File: config.mk
export PLATFORM = sky130hd
export DESIGN_NAME = alu_cmd_initiator_flat
export DESIGN_NICKNAME = d
export VERILOG_FILES = /design/src/rtl/alu_cmd_initiator_if.sv /design/src/rtl/alu_cmd_initiator.sv /design/src/flat_wrapper.sv
export SDC_FILE = /design/constraint.sdc
export NUM_CORES = 1
export LEC_CHECK = 0
export BUFFER_PORTS_ARGS = -buffer_cell sky130_fd_sc_hd__buf_2
export CAP_MARGIN = 0
export CORE_ASPECT_RATIO = 0.5
export CORE_MARGIN = 10
export CORE_UTILIZATION = 45
export DETAILED_ROUTE_END_ITERATION = 12
export PLACE_DENSITY = 0.85
export SLEW_MARGIN = 0
export SYNTH_ARGS = -nofsm -noshare
export SYNTH_HDL_FRONTEND = slang
export SYNTH_SLANG_ARGS = --single-unit
File: constraint.sdc
create_clock -name clk -period 1.9 [get_ports clk]
set_input_delay 0.095 -clock clk [delete_from_list [all_inputs] [get_ports clk]]
set_output_delay 0.095 -clock clk [all_outputs]
set_load 0.01 [all_outputs]
File: src/rtl/alu_cmd_initiator_if.sv
// Command, ALU and response signal bundle for alu_cmd_initiator.
// master = the initiator block, slave = the command source, the ALU and the response sink.
interface alu_cmd_initiator_if #(
    parameter int unsigned DATA_W = 4,
    parameter int unsigned OP_W   = 3
);
    localparam int unsigned TAG_W = 8;

    logic              cmd_valid;
    logic              cmd_ready;
    logic [DATA_W-1:0] cmd_a;
    logic [DATA_W-1:0] cmd_b;
    logic [OP_W-1:0]   cmd_op;
    logic              cmd_chain;

    logic [DATA_W-1:0] alu_a;
    logic [DATA_W-1:0] alu_b;
    logic [OP_W-1:0]   alu_op;
    logic [DATA_W-1:0] alu_result;

    logic              rsp_valid;
    logic              rsp_ready;
    logic [DATA_W-1:0] rsp_result;
    logic [OP_W-1:0]   rsp_op;
    logic [TAG_W-1:0]  rsp_tag;
    logic              err_mismatch;

    modport master (
        input  cmd_valid, cmd_a, cmd_b, cmd_op, cmd_chain, alu_result, rsp_ready,
        output cmd_ready, alu_a, alu_b, alu_op,
        output rsp_valid, rsp_result, rsp_op, rsp_tag, err_mismatch
    );

    modport slave (
        output cmd_valid, cmd_a, cmd_b, cmd_op, cmd_chain, alu_result, rsp_ready,
        input  cmd_ready, alu_a, alu_b, alu_op,
        input  rsp_valid, rsp_result, rsp_op, rsp_tag, err_mismatch
    );
endinterface

File: src/rtl/alu_cmd_initiator.sv
// Issues one command at a time to an external combinational ALU and returns the captured result.
// Optional result checker enabled by macro ALU_CMD_INITIATOR_CHECK_EN.
module alu_cmd_initiator #(
    parameter int unsigned DATA_W = 4,
    parameter int unsigned OP_W   = 3
) (
    input  logic                 clk,
    input  logic                 rst_n,
    alu_cmd_initiator_if.master  io_bus
);
    localparam int unsigned TAG_W = 8;

    typedef enum logic [1:0] {
        ST_IDLE  = 2'd0,
        ST_DRIVE = 2'd1,
        ST_RESP  = 2'd2
    } state_t;

    state_t            r_state;
    state_t            w_state_nxt;
    logic              w_accept;
    logic              w_capture;
    logic              w_rsp_hs;

    logic              r_cmd_ready;
    logic              r_rsp_valid;
    logic [DATA_W-1:0] r_alu_a;
    logic [DATA_W-1:0] r_alu_b;
    logic [OP_W-1:0]   r_alu_op;
    logic [DATA_W-1:0] r_rsp_result;
    logic [OP_W-1:0]   r_rsp_op;
    logic [TAG_W-1:0]  r_rsp_tag;
    logic [DATA_W-1:0] r_last;

    // State register
    always_ff @(posedge clk) begin
        if (!rst_n) r_state <= ST_IDLE;
        else        r_state <= w_state_nxt;
    end

    // Next state and transaction strobes
    always_comb begin
        w_state_nxt = r_state;
        w_accept    = 1'b0;
        w_capture   = 1'b0;
        w_rsp_hs    = 1'b0;
        case (r_state)
            ST_IDLE: begin
                if (io_bus.cmd_valid && r_cmd_ready) begin
                    w_accept    = 1'b1;
                    w_state_nxt = ST_DRIVE;
                end
            end
            ST_DRIVE: begin
                w_capture   = 1'b1;
                w_state_nxt = ST_RESP;
            end
            ST_RESP: begin
                if (r_rsp_valid && io_bus.rsp_ready) begin
                    w_rsp_hs    = 1'b1;
                    w_state_nxt = ST_IDLE;
                end
            end
            default: w_state_nxt = ST_IDLE;
        endcase
    end

    // Handshake flags track the upcoming state so they stay registered
    always_ff @(posedge clk) begin
        if (!rst_n) begin
            r_cmd_ready <= 1'b1;
            r_rsp_valid <= 1'b0;
        end else begin
            r_cmd_ready <= (w_state_nxt == ST_IDLE);
            r_rsp_valid <= (w_state_nxt == ST_RESP);
        end
    end

    // Operand issue, result capture and sequence numbering
    always_ff @(posedge clk) begin
        if (!rst_n) begin
            r_alu_a      <= '0;
            r_alu_b      <= '0;
            r_alu_op     <= '0;
            r_rsp_result <= '0;
            r_rsp_op     <= '0;
            r_rsp_tag    <= '0;
            r_last       <= '0;
        end else begin
            if (w_accept) begin
                r_alu_a  <= io_bus.cmd_chain ? r_last : io_bus.cmd_a;
                r_alu_b  <= io_bus.cmd_b;
                r_alu_op <= io_bus.cmd_op;
            end
            if (w_capture) begin
                r_rsp_result <= io_bus.alu_result;
                r_rsp_op     <= r_alu_op;
                r_last       <= io_bus.alu_result;
            end
            if (w_rsp_hs) begin
                r_rsp_tag <= r_rsp_tag + TAG_W'(1);
            end
        end
    end

`ifdef ALU_CMD_INITIATOR_CHECK_EN
    logic [DATA_W-1:0] w_expected;
    logic              r_err;

    // Reference result for the operands currently presented to the ALU
    always_comb begin
        w_expected = '0;
        case (r_alu_op)
            OP_W'(0): w_expected = r_alu_a + r_alu_b;
            OP_W'(1): w_expected = r_alu_a - r_alu_b;
            OP_W'(2): w_expected = r_alu_a & r_alu_b;
            OP_W'(3): w_expected = r_alu_a | r_alu_b;
            OP_W'(4): w_expected = r_alu_a ^ r_alu_b;
            default:  w_expected = '0;
        endcase
    end

    // Sticky until reset
    always_ff @(posedge clk) begin
        if (!rst_n)                                           r_err <= 1'b0;
        else if (w_capture && (io_bus.alu_result != w_expected)) r_err <= 1'b1;
    end

    assign io_bus.err_mismatch = r_err;
`else
    assign io_bus.err_mismatch = 1'b0;
`endif

    assign io_bus.cmd_ready  = r_cmd_ready;
    assign io_bus.rsp_valid  = r_rsp_valid;
    assign io_bus.alu_a      = r_alu_a;
    assign io_bus.alu_b      = r_alu_b;
    assign io_bus.alu_op     = r_alu_op;
    assign io_bus.rsp_result = r_rsp_result;
    assign io_bus.rsp_op     = r_rsp_op;
    assign io_bus.rsp_tag    = r_rsp_tag;
endmodule

File: src/flat_wrapper.sv
// flat-port wrapper written by rule: the top's interface ports become plain ports
module alu_cmd_initiator_flat 
#(
    parameter int unsigned DATA_W = 4,
    parameter int unsigned OP_W   = 3
)
  (clk, rst_n, io_bus_cmd_valid, io_bus_cmd_a, io_bus_cmd_b, io_bus_cmd_op, io_bus_cmd_chain, io_bus_alu_result, io_bus_rsp_ready, io_bus_cmd_ready, io_bus_alu_a, io_bus_alu_b, io_bus_alu_op, io_bus_rsp_valid, io_bus_rsp_result, io_bus_rsp_op, io_bus_rsp_tag, io_bus_err_mismatch);
  alu_cmd_initiator_if #(.DATA_W(DATA_W), .OP_W(OP_W)) io_bus_i ();
  input  logic clk;
  input  logic rst_n;
  input wire logic [$bits(io_bus_i.cmd_valid)-1:0] io_bus_cmd_valid;
  input wire logic [$bits(io_bus_i.cmd_a)-1:0] io_bus_cmd_a;
  input wire logic [$bits(io_bus_i.cmd_b)-1:0] io_bus_cmd_b;
  input wire logic [$bits(io_bus_i.cmd_op)-1:0] io_bus_cmd_op;
  input wire logic [$bits(io_bus_i.cmd_chain)-1:0] io_bus_cmd_chain;
  input wire logic [$bits(io_bus_i.alu_result)-1:0] io_bus_alu_result;
  input wire logic [$bits(io_bus_i.rsp_ready)-1:0] io_bus_rsp_ready;
  output wire logic [$bits(io_bus_i.cmd_ready)-1:0] io_bus_cmd_ready;
  output wire logic [$bits(io_bus_i.alu_a)-1:0] io_bus_alu_a;
  output wire logic [$bits(io_bus_i.alu_b)-1:0] io_bus_alu_b;
  output wire logic [$bits(io_bus_i.alu_op)-1:0] io_bus_alu_op;
  output wire logic [$bits(io_bus_i.rsp_valid)-1:0] io_bus_rsp_valid;
  output wire logic [$bits(io_bus_i.rsp_result)-1:0] io_bus_rsp_result;
  output wire logic [$bits(io_bus_i.rsp_op)-1:0] io_bus_rsp_op;
  output wire logic [$bits(io_bus_i.rsp_tag)-1:0] io_bus_rsp_tag;
  output wire logic [$bits(io_bus_i.err_mismatch)-1:0] io_bus_err_mismatch;
  assign io_bus_i.cmd_valid = io_bus_cmd_valid;
  assign io_bus_i.cmd_a = io_bus_cmd_a;
  assign io_bus_i.cmd_b = io_bus_cmd_b;
  assign io_bus_i.cmd_op = io_bus_cmd_op;
  assign io_bus_i.cmd_chain = io_bus_cmd_chain;
  assign io_bus_i.alu_result = io_bus_alu_result;
  assign io_bus_i.rsp_ready = io_bus_rsp_ready;
  assign io_bus_cmd_ready = io_bus_i.cmd_ready;
  assign io_bus_alu_a = io_bus_i.alu_a;
  assign io_bus_alu_b = io_bus_i.alu_b;
  assign io_bus_alu_op = io_bus_i.alu_op;
  assign io_bus_rsp_valid = io_bus_i.rsp_valid;
  assign io_bus_rsp_result = io_bus_i.rsp_result;
  assign io_bus_rsp_op = io_bus_i.rsp_op;
  assign io_bus_rsp_tag = io_bus_i.rsp_tag;
  assign io_bus_err_mismatch = io_bus_i.err_mismatch;
  alu_cmd_initiator #(.DATA_W(DATA_W), .OP_W(OP_W)) u_core (.clk(clk), .rst_n(rst_n), .io_bus(io_bus_i));
endmodule
==> results of run 1 <==
## flip-flops by register name, indices dropped and copies added (netlist names)
register and cells:
u_core.io_bus.rsp_tag 8, u_core.io_bus.alu_a 4, u_core.io_bus.alu_b 4, u_core.r_last 4
u_core.io_bus.alu_op 3, u_core.io_bus.rsp_op 3, u_core.r_state 2, u_core.io_bus.cmd_ready 1
u_core.io_bus.rsp_valid 1
## logic make-up after synthesis
logic type | Yosys count
fa+ha+maj | 1
compound gates | 18
simple gates | 39
buf+inv | 11
xor+xnor | 1
flops | 30
mux | 19
other cells | 1
## routing by layer
layer / part of all wire [%] / wire length (um) / global-route usage, %
met3: 5.7 / 157 / 4.371
met5: 0 / 0 / 0
met1: 39 / 1085 / 10.33
met2: 53 / 1481 / 18.87
met4: 1.7 / 48 / 5.240
## power breakdown
| part | internal (mW) | switching (mW) | total (mW) |
|---|---|---|---|
| logic | 0.0863 | 0.0959 | 0.182 |
| registers | 0.668 | 0.0233 | 0.691 |
| clock network | 0.291 | 0.226 | 0.517 |
| total | 1.05 | 0.345 | 1.39 |
## cells in the mapped netlist, types with 2 or more instances
library cell,instances,area [um2]
clkbuf_1,2,7.510
inv_1,2,7.510
a21oi_1,6,30.03
mux2i_1,19,190.2
or4_1,5,37.54
nand2_1,3,11.26
dfxtp_1,30,600.6
a211oi_1,4,30.03
o31ai_1,5,37.54
buf_4,3,22.52
nor2_1,20,75.07
and2_1,4,25.02
o21ai_0,3,15.01
## critical path: cells and delay by family, from the launching register on
family,cells,cell delay (ns)
AO/OA/AOI/OAI,1,0.16
AND/OR/NAND/NOR,2,0.79
flip-flops,1,0.40
## layout by cell type, fill, tap and decap left out, drive strengths merged, types with 2 or more instances in the layout
master / netlist / final
a211oi: 4 / 4
a21oi: 6 / 6
and2: 4 / 4
buf: 6 / 48
clkbuf: 2 / 7
clkinv: 1 / 2
dfxtp: 30 / 30
inv: 2 / 2
mux2i: 19 / 19
nand2: 3 / 3
nor2: 20 / 20
o21ai: 3 / 3
o31ai: 5 / 5
or4: 5 / 5
## through the flow
step                area [um2]  total power, mW
CTS                       1536            1.406
floorplan                 1206           0.8253
global placement          1445           0.8843
global route              1536            1.459
detailed placement        1445           0.8906
finish                    1536            1.390
## how the worst max path moves through the flow
stage	start	end	slack, ns	cells past startpoint
floorplan	u_core.io_bus.rsp_valid	u_core.io_bus.rsp_tag[4]	0.56	4
global placement	u_core.io_bus.rsp_valid	u_core.io_bus.rsp_tag[7]	0.56	3
detailed placement	u_core.r_state[1]	u_core.io_bus.rsp_tag[6]	0.50	3
CTS	u_core.r_state[1]	u_core.io_bus.rsp_tag[6]	0.48	3
global route	u_core.r_state[1]	u_core.io_bus.cmd_ready	0.40	3
finish	u_core.r_state[1]	u_core.io_bus.rsp_tag[6]	0.48	3
## area by class of cell
type / instances / area, um2 / share of cell area [%]
timing repair buffer: 48 / 242.7 / 15.80
clock buffer: 7 / 86.33 / 5.619
tap: 37 / 46.29 / 3.013
inverter: 3 / 11.26 / 0.7329
clock inverter: 1 / 5.005 / 0.3257
sequential: 30 / 600.6 / 39.09
multi-input combinational: 79 / 544.3 / 35.42
==> run_results.csv, run 1 <==
group,metric,value,unit
timing,finalClockSkew,0.002861,ns
placement,port-buffer-count,47,
critical_path,path_cells,"nand4b_4, or4_1, a21oi_1",
floorplan,ios,49,
grt,grt_pass1_wl,4395,um
finish,syn_to_final_growth,27.39,%
cts,hold_buffers,0,
critical_path,path_max_fanout,14,
grt,antenna_found_initial,0,
critical_path,startpoint_type,"register",
routing,drtAntennaViolNets,0,
logic_synthesis,synth_edf_count,0,
cts,clock_path_buffers,2,
floorplan,rows,13,
cts,cts_setup_buffers,0,
logic_synthesis,synth-seq-cells,30,
logic_synthesis,avgSynthCellArea,10.05,um2
critical_path,r2r_cells,3,
cts,h-tree-depth,2,
placement,placed_cells,197,
timing,finalCritPeriodShare,74.74,%
cts,clock_sinks,30,
finish,fill_cells,235,
logic_synthesis,synth_compound_area_share,9.336,%
routing,route.detailed.drc,0,
critical_path,criticalPathCategory,"reg -> reg",
floorplan,die_y,56.61,um
min_path,hold-path-cell-count,2,
placement,dp_slack,0.4987,ns
timing,hold_viol_final,0,
timing,rsz0062_at_grt,"false",
finish,fin_nets,188,
logic_synthesis,synthSimpleGateAreaFrac,17.95,%
timing,period_minus_slack,1.420,ns
critical_path,r2r_start,"u_core.r_state[1]",
timing,finalWorstSetupSlack,0.4799,ns
cts,cts.reportedPaths.clkPinSlew,0.06,ns
cts,cts_buffers,5,
cts,cts-resized-gates,0,
critical_path,cp.required,2.11,ns
routing,routedWlPerCell,13.52,um
placement,gp_congestion,0.7781,
timing,max_freq,704.2,MHz
critical_path,r2r_slack,0.48,ns
cts,clk_latency,0.28,ns
grt,grt_max_degree,27,
logic_synthesis,ys.flop_type,"dfxtp_1",
floorplan,fp.dieArea,5277,um2
floorplan,die_w,93.22,um
logic_synthesis,ys_seq_area_share,49.79,%
logic_synthesis,synth_fa_ha_area_share,1.037,%
critical_path,r2r_end,"u_core.io_bus.rsp_tag[6]",
outcome,status,"complete, no violations",
finish,final_cells,205,
critical_path,arrival,1.63,ns
critical_path,slowest_stage,"or4_1",
logic_synthesis,muxShareOfSynthArea,15.77,%
logic_synthesis,synth_top_family_by_area,"simple AND/OR/NAND/NOR gates",
routing,drt_iter0_markers,49,
critical_path,max_stage_delay,0.57,ns
logic_synthesis,ys_async_sr_fraction,0,%
power,ir_drop,0.5601,mV
logic_synthesis,syn_nets,141,
cts,cts_tree,"built",
grt,groute.usage.overall,10.54,%
logic_synthesis,ys_warn_count,0,
logic_synthesis,synth_cells,120,
routing,vias,1004,
routing,drt-total-wl,2772,um
timing,maxSlewViolCount,0,
logic_synthesis,syn_area,1206,um2
routing,drtPass1Iterations,4,
floorplan,start_util,46.93,%
timing,setup_tns,0,ns
min_path,worst_hold_startpoint,"rst_n",
power,power_density,904.7,nW/um2
logic_synthesis,yosysUniqueCellTypes,27,
routing,via_per_inst,4.898,
finish,utilization,59.79,%
finish,diodes,0,
timing,report.final.setup_viol,0,
flow_run,cap_violations,0,
min_path,hold_end,"u_core.io_bus.cmd_ready",
floorplan,coreArea,2570,um2
cts,root_buffer,"clkbuf_8",
timing,whs,0.04960,ns
logic_synthesis,synthXorXnorAreaFrac,0.7261,%
grt,grt.overflow.total,0,
placement,dpl.hpwl,2130,um
power,leakage,0.7569,nW
finish,drive_gt1_share,33.93,%
grt,grt_pass1_vias,914,
critical_path,end_kind,"register",
min_path,hold_path_class,"in -> reg",
Power figures use the tool's default switching activity.
==> inputs of run 2 (changes only) <==
CORE_UTILIZATION = 42   (was 45)
PLACE_DENSITY = 0.84   (was 0.85)
clock period = 1.1 ns   (was 1.9 ns; I/O delays follow)
==> run_results.csv, run 2 (synthesis results as in run 1) <==
group,metric,value,unit
outcome,status,"finished, violations left",
outcome,failed_checks,"setup timing",
power,power_density,1360,nW/um2
cts,root_buffer,"clkbuf_8",
placement,port-buffer-count,47,
critical_path,cp.required,1.26,ns
routing,drt_iter0_markers,36,
critical_path,critPathTopFamily,"compound AO/OA/AOI/OAI gates",
finish,diodes,0,
grt,grt.overflow.total,0,
critical_path,path_cells,"nand4b_4, buf_6, buf_6, o31ai_2, a21oi_2",
finish,fin_nets,217,
routing,via_per_inst,5.188,
cts,cts_tree,"built",
min_path,worst_hold_startpoint,"io_bus_alu_result[0]",
critical_path,crit_top_cell,"buf_6",
floorplan,fp.dieArea,5545,um2
timing,rsz0062_at_grt,"true",
critical_path,r2r_start,"u_core.r_state[0]",
timing,period_minus_slack,1.327,ns
critical_path,critPathLaunch,"u_core.r_state[0]",
cts,clock_sinks,30,
critical_path,arrival,1.49,ns
placement,placed_cell_area,1647,um2
critical_path,slowest_stage,"dfxtp_2",
cts,cts.reportedPaths.clkPinSlew,0.07,ns
finish,fill_cells,180,
grt,grt_pass1_vias,1206,
placement,dpl.hpwl,2586,um
timing,finalClockSkew,0.003610,ns
critical_path,end_kind,"register",
grt,grt_pass1_wl,6161,um
routing,drt-total-wl,4147,um
critical_path,path_max_fanout,5,
timing,max_freq,753.4,MHz
critical_path,path_buf_inv,2,
finish,utilization,73.50,%
placement,dp_slack,-0.2327,ns
placement,gp_congestion,0.8052,
timing,maxSlewViolCount,0,
floorplan,start_util,45.22,%
finish,syn_to_final_growth,62.55,%
cts,clock_path_buffers,2,
critical_path,criticalPathCategory,"reg -> reg",
cts,h-tree-depth,2,
finish,drive_gt1_share,56.35,%
grt,grt_max_degree,15,
power,total_power,2.666,mW
cts,cts_buffers,5,
power,leakage,0.9497,nW
cts,clk_latency,0.28,ns
floorplan,rows,13,
min_path,hold_path_class,"in -> reg",
grt,antenna_found_initial,0,
finish,layout.cells.most_common,"buf_2",
critical_path,max_stage_delay,0.34,ns
routing,route.detailed.drc,0,
routing,drtPass1Iterations,4,
floorplan,coreArea,2668,um2
timing,report.final.setup_viol,20,
timing,finalWorstSetupSlack,-0.2273,ns
floorplan,die_w,95.79,um
routing,vias,1214,
critical_path,startpoint_type,"register",
finish,layout_common_cells,"buf_2, dfxtp_1, buf_4, mux2i_1, nor2_1",
finish,postLayoutCellArea,1961,um2
floorplan,ios,49,
timing,finalCritPeriodShare,120.7,%
timing,hold_viol_final,0,
routing,routedWlPerCell,17.72,um
floorplan,die_y,57.90,um
power,ir_drop,0.9438,mV
routing,drtAntennaViolNets,0,
flow_run,cap_violations,0,
grt,groute.usage.overall,14.47,%
finish,largest_register_ff_count,8,
-- run 2: final timing paths --
path	slack (ns)	to	depth (start not counted)
worst min-delay path	0.009	u_core.r_last[0]	3
worst max-delay path	-0.23	u_core.io_bus.rsp_tag[7]	5
worst max register to register	-0.23	u_core.io_bus.rsp_tag[7]	5
worst min register to register	0.49	u_core.io_bus.alu_b[2]	2
-- run 2: routing by layer --
metal	track usage (%)	up-vias	wire length (um)
met3	4.365	13	174
li1	-	572	-
met5	0	-	0
met1	14.21	584	1565
met4	5.846	0	83
met2	27.83	45	2325
-- run 2: report_power, final --
part / switching, mW / internal, mW / total, mW
combinational: 0.226 / 0.228 / 0.454
sequential: 0.0564 / 1.15 / 1.20
clock: 0.433 / 0.574 / 1.01
total: 0.716 / 1.95 / 2.67
-- run 2: layout make-up --
| class | instances | area (um2) | share of cell area (%) |
|---|---|---|---|
| timing repair buffer | 76 | 508.0 | 25.91 |
| sequential | 30 | 619.3 | 31.59 |
| clock buffer | 6 | 93.84 | 4.786 |
| clock inverter | 2 | 10.01 | 0.5105 |
| tap | 37 | 46.29 | 2.361 |
| multi-input combinational | 80 | 671.9 | 34.27 |
| inverter | 3 | 11.26 | 0.5743 |
-- run 2: what timing repair did --
item	in CTS	in global routing
gates cloned	2	0
pin swaps	10	8
setup endpoints to repair	22	23
resized for setup	22	8
buffers inserted	7	1
hold endpoints to repair	2	0
hold buffers	2	0
-- run 2: metrics by stage --
| stage | instances | hold WS [ns] | setup TNS (ns) |
|---|---|---|---|
| 6_report | 234 | 0.008602 | -2.376 |
| 5_1_grt | 234 | 0.005702 | -3.184 |
| 4_1_cts | 235 | 0.003672 | -2.032 |
| 3_5_place_dp | 216 | 0.2764 | -2.098 |
| 3_3_place_gp | 216 | 0.2694 | -1.286 |
| 2_1_floorplan | 120 | 0.1312 | -0.6678 |
-- run 2: tightest hold or removal path, stage by stage --
cell	delay, ns
buf_2	0.07
mux2i_1	0.05
nor2_1	0.07
